File: config.mk
export PLATFORM = sky130hd
export DESIGN_NAME = uart_tx_arbiter
export DESIGN_NICKNAME = d
export VERILOG_FILES = /design/src/rtl/uart_tx_arbiter_pkg.sv /design/src/rtl/uart_tx_arbiter_rr.sv /design/src/rtl/uart_tx_arbiter.sv
export SDC_FILE = /design/constraint.sdc
export NUM_CORES = 1
export LEC_CHECK = 0
export ABC_CLOCK_PERIOD_IN_PS = 2400
export CAP_MARGIN = 10
export CORE_MARGIN = 2
export CORE_UTILIZATION = 50
export CTS_CLUSTER_SIZE = 40
export DETAILED_ROUTE_END_ITERATION = 7
export DONT_BUFFER_PORTS = 1
export PLACE_DENSITY_LB_ADDON = 0.15
export SYNTH_ARGS = -nofsm -noshare
export SYNTH_HDL_FRONTEND = slang
export SYNTH_HIERARCHICAL = 1
export SYNTH_SLANG_ARGS = --single-unit
export TNS_END_PERCENT = 100
File: constraint.sdc
create_clock -name CLK_100MHZ -period 2.4 [get_ports CLK_100MHZ]
set_input_delay 0.12 -clock CLK_100MHZ [delete_from_list [all_inputs] [get_ports CLK_100MHZ]]
set_output_delay 0.12 -clock CLK_100MHZ [all_outputs]
set_load 0.03 [all_outputs]
File: src/rtl/uart_tx_arbiter_pkg.sv
// Shared definitions for the UART transmit arbiter: FSM state encoding and
// default data widths.
package uart_tx_arbiter_pkg;

    localparam int NBITS_DEF = 8;
    localparam int NWORD_DEF = 32;

    typedef enum logic [1:0] {
        IDLE = 2'd0,
        SEND = 2'd1,
        WAIT = 2'd2
    } state_t;

endpackage : uart_tx_arbiter_pkg

File: src/rtl/uart_tx_arbiter_rr.sv
// Two-way round-robin arbiter: a lone requester always wins, a tie goes to
// the requester that was not granted last time.
module rr_arbiter_2 (
    input  logic [1:0] valid,
    input  logic       last_grant,
    input  logic       enable,
    output logic       grant_idx,
    output logic [1:0] grant_onehot
);

    always_comb begin
        grant_idx    = 1'b0;
        grant_onehot = '0;
        if (enable) begin
            unique case (valid)
                2'b01:   grant_idx = 1'b0;
                2'b10:   grant_idx = 1'b1;
                2'b11:   grant_idx = ~last_grant;
                default: grant_idx = 1'b0;
            endcase
            if (|valid) begin
                grant_onehot = grant_idx ? 2'b10 : 2'b01;
            end
        end
    end

endmodule : rr_arbiter_2

File: src/rtl/uart_tx_arbiter.sv
// Shares one UART transmitter between two word producers: arbitrates, then
// sends the accepted word LSB byte first through the tx_start/tx_done_tick handshake.
module uart_tx_arbiter
    import uart_tx_arbiter_pkg::*;
#(
    parameter int NBITS = NBITS_DEF,
    parameter int NWORD = NWORD_DEF
) (
    input  logic             CLK_100MHZ,
    input  logic             reset,
    input  logic             req0_valid,
    input  logic [NWORD-1:0] req0_data,
    output logic             req0_ready,
    input  logic             req1_valid,
    input  logic [NWORD-1:0] req1_data,
    output logic             req1_ready,
    input  logic             tx_done_tick,
    output logic             tx_start,
    output logic [NBITS-1:0] data_out,
    output logic             busy,
    output logic             grant
);

    localparam int NBYTES = NWORD / NBITS;
    localparam int CNT_W  = (NBYTES > 1) ? $clog2(NBYTES) : 1;

    state_t             state;
    state_t             state_next;
    logic [NWORD-1:0]   shift_reg;
    logic [CNT_W-1:0]   byte_cnt;
    logic               last_grant;
    logic               win_idx;
    logic [1:0]         win_onehot;
    logic               accept;
    logic               last_byte;

    // Gating with reset keeps ready quiet while reset is held in IDLE.
    rr_arbiter_2 u_arb (
        .valid        ({req1_valid, req0_valid}),
        .last_grant   (last_grant),
        .enable       ((state == IDLE) && !reset),
        .grant_idx    (win_idx),
        .grant_onehot (win_onehot)
    );

    assign accept     = |win_onehot;
    assign req0_ready = win_onehot[0];
    assign req1_ready = win_onehot[1];
    assign last_byte  = (byte_cnt == CNT_W'(NBYTES - 1));
    assign tx_start   = (state == SEND);
    assign data_out   = shift_reg[NBITS-1:0];

    always_comb begin
        state_next = state;
        unique case (state)
            IDLE: if (accept) state_next = SEND;
            SEND: state_next = WAIT;
            WAIT: if (tx_done_tick) state_next = last_byte ? IDLE : SEND;
            default: state_next = IDLE;
        endcase
    end

    always_ff @(posedge CLK_100MHZ) begin
        if (reset) begin
            state      <= IDLE;
            shift_reg  <= '0;
            byte_cnt   <= '0;
            busy       <= 1'b0;
            grant      <= 1'b0;
            last_grant <= 1'b1;
        end else begin
            state <= state_next;
            unique case (state)
                IDLE: begin
                    if (accept) begin
                        shift_reg  <= win_idx ? req1_data : req0_data;
                        grant      <= win_idx;
                        last_grant <= win_idx;
                        byte_cnt   <= '0;
                        busy       <= 1'b1;
                    end
                end
                WAIT: begin
                    if (tx_done_tick) begin
                        if (last_byte) begin
                            busy <= 1'b0;
                        end else begin
                            shift_reg <= shift_reg >> NBITS;
                            byte_cnt  <= byte_cnt + CNT_W'(1);
                        end
                    end
                end
                default: ;
            endcase
        end
    end

endmodule : uart_tx_arbiter

==> results.txt <==
clock insertion delay at the later pin of the skew report: 0.28 ns
CTS clock-pin slew for the worst setup and hold paths: 0.07 ns
number of warnings reported in the yosys synthesis log: 6
Core Box Area: 0.00429 mm^2
wire length of the first global-routing pass: 7940 um
leftover overflow at the end of global routing: 0
Wirelength per Cell: 17.2 um
post-layout min period: 2.15 ns
EDFF count, synth: 0
CTS resizes: 0
number of placement rows: 24
number of library cell types mapped by synthesis: 30
count of antenna-violating nets left after detailed routing: 0
routed via count: 1667
P&R area growth vs syn: 4.83%
number of search-and-repair iterations in the first detailed-routing pass: 4
post-route DRC violation count: 0
transition at the pin with the smallest max-transition slack: 0.978 ns
WP data required: 2.52 ns
Seq. cell area: 781 um^2
Power Density: 704 mW/mm^2
netlist area before placement: 0.00220 mm^2
clock tree root driver cell: sky130_fd_sc_hd__clkbuf_8
I/O Buffers: 0
post-route worst hold slack: 0.0516 ns
post-route clock skew: 0.00223 ns
FMAX: 466 MHz
number of clock buffers inserted by TritonCTS: 5
hold crit path type: input pin to flop
number of flip-flops and latches in the synthesized netlist: 39
largest fanout on the critical path: 24
most instantiated cells after synthesis: sky130_fd_sc_hd__dfxtp_1 (39), sky130_fd_sc_hd__mux2i_1 (32), sky130_fd_sc_hd__nand2_1 (27)
peak per-stage delay on the critical path: 0.75 ns
Max Buffers Root-to-Sink: 2
setup total negative slack: 0 ns
buffers and inverters on the worst path: 0
number of filler instances in the final layout: 391
Final Routed Wirelength: 4790 um
CTS tree: done
net count after synthesis: 305
ant diodes: 0
library cell appearing most often on the critical path: sky130_fd_sc_hd__nor2_1
maximum number of pins on one net before global-route repair: 27
area leader, netlist: sky130_fd_sc_hd__dfxtp_1
final setup vio count: 0
ys flop type: sky130_fd_sc_hd__dfxtp_1
number of antenna violations at the first check in global routing: 0
Top Family by Delay on Critical Path: compound AO/OA/AOI/OAI gates
kind of end point of the critical path: flop
relative max-transition margin: 34.8%
chip height: 70.3 um
Detailed Route Iter0 Violations: 83
data arrival time of the critical path: 2.26 ns
post-cts hold buffer count: 1
Slew Limit Fails: 0
ratio of cells with drive above 1 in the final layout: 22.6%
main area contributors after synthesis: sky130_fd_sc_hd__dfxtp_1 (35%), sky130_fd_sc_hd__mux2i_1 (15%), sky130_fd_sc_hd__mux2_2 (12%)
number of global-route vias before repair: 1635
I/O Pins: 82
post-CTS setup buffer count: 0
Crit-path slowest cell: sky130_fd_sc_hd__o21ai_2
vias per inst: 6.00
synthesized netlist cell count: 234
initial cell density of the core: 51.2%
leading cell type by number of instances after synthesis: sky130_fd_sc_hd__dfxtp_1
category of the worst setup path launch point: flop
register area share after synthesis: 35.5%
outcome: complete, no violations
total count of hold-check failures in the final report: 0
area used by multi-input combinational logic: 0.00123 mm^2
post-detailed-placement half-perimeter wirelength: 3430 um
die area: 0.00495 mm^2
# H-tree levels: 2
Peak supply drop: 0.000296 V
crit share post-route: 89.4%
unrepaired setup endpoints after global routing: no
gp weighted congestion: 0.781
syn_area_per_cell: 9.40 um^2
Synth async-reset ratio: 0%
Max-Cap Viols: 0
Largest register FFs: 32
Overall Global Routing Usage: 19.8%
CTS sink count: 39
final-stage net count: 296
die width: 70.3 um
critical path, cell by cell: or2_1 > nor2_1 > nand2_1 > a21oi_2 > nor2_1 > o21ai_2 > o22ai_1
critical path class: flop to flop
static leakage power: 0.970 nW
area share of the leading cell type in the synthesized netlist: 35.5%
[layout make-up]
type / instances / area share (%)
Timing Repair Buffer: 13 / 4.88
Inverter: 4 / 0.651
Tap cell: 52 / 2.82
Multi-Input combinational cell: 162 / 53.4
Sequential cell: 39 / 33.9
Clock buffer: 8 / 4.34
[power by group]
| part | switching [mW] | internal, mW |
|---|---|---|
| clock | 0.212 | 0.262 |
| combinational | 0.195 | 0.161 |
| sequential | 0.0769 | 0.716 |
[worst register-to-register path: stages, from the launching register on]
cell and delay [ns]:
sky130_fd_sc_hd__dfxtp_1 0.32, sky130_fd_sc_hd__or2_1 0.24, sky130_fd_sc_hd__nor2_1 0.14, sky130_fd_sc_hd__nand2_1 0.13, sky130_fd_sc_hd__a21oi_2 0.15, sky130_fd_sc_hd__nor2_1 0.09
sky130_fd_sc_hd__o21ai_2 0.75, sky130_fd_sc_hd__o22ai_1 0.16
[final timing paths]
path / from / endpoint / slack, ns / cells past startpoint
worst max-delay path: state[0] / shift_reg[22] / 0.25 / 7
worst min register to register: shift_reg[9] / shift_reg[9] / 0.47 / 2
worst min-delay path: tx_done_tick / state[1] / 0.05 / 2
worst max register to register: state[0] / shift_reg[22] / 0.25 / 7
[layer usage]
layer	global-route usage, %	wire [um]	part of all wire, %
met3	4.91	250	5.2
met4	5.34	31	0.65
met5	0	0	0
met2	32.0	2320	49
met1	26.3	2180	46
[cell usage in the layout, fill, tap and decap left out, drive strengths merged]
cell	n
ha	2
dfxtp	39
mux2i	32
or4	8
o21ai	4
or3b	1
buf	12
nand3	1
nand2b	1
clkinv	1
o21a	1
nand4bb	1
clkbuf	8
inv	3
a21oi	15
nand2	27
mux2	24
dlygate4sd3	1
o21ba	1
and3b	1
nor2	4
o22ai	24
o211ai	11
o2111ai	1
or2	3
[metrics by stage]
step	power [mW]	setup WS (ns)	instance area (um^2)	cells	utilization (%)
floorplan	1.11	0.0163	2210	234	-
global placement	1.15	0.387	2200	269	51.1
detailed placement	1.16	0.258	2200	269	51.1
CTS	1.64	0.247	2310	278	53.7
global route	1.71	0.0770	2310	278	53.7
finish	1.62	0.254	2310	278	53.7
[cells by family (layout without fill, tap and decap cells)]
group	count (synthesis)	count (layout)	share of synthesized area [%]
AO/OA/AOI/OAI	57	57	16.5
adder cells (fa/ha/maj)	2	2	1.14
buffers and inverters	33	25	9.33
flip-flops	39	39	35.5
multiplexers	56	56	26.8
AND/OR/NAND/NOR	47	47	10.7
(Power assumes the default switching activity.)
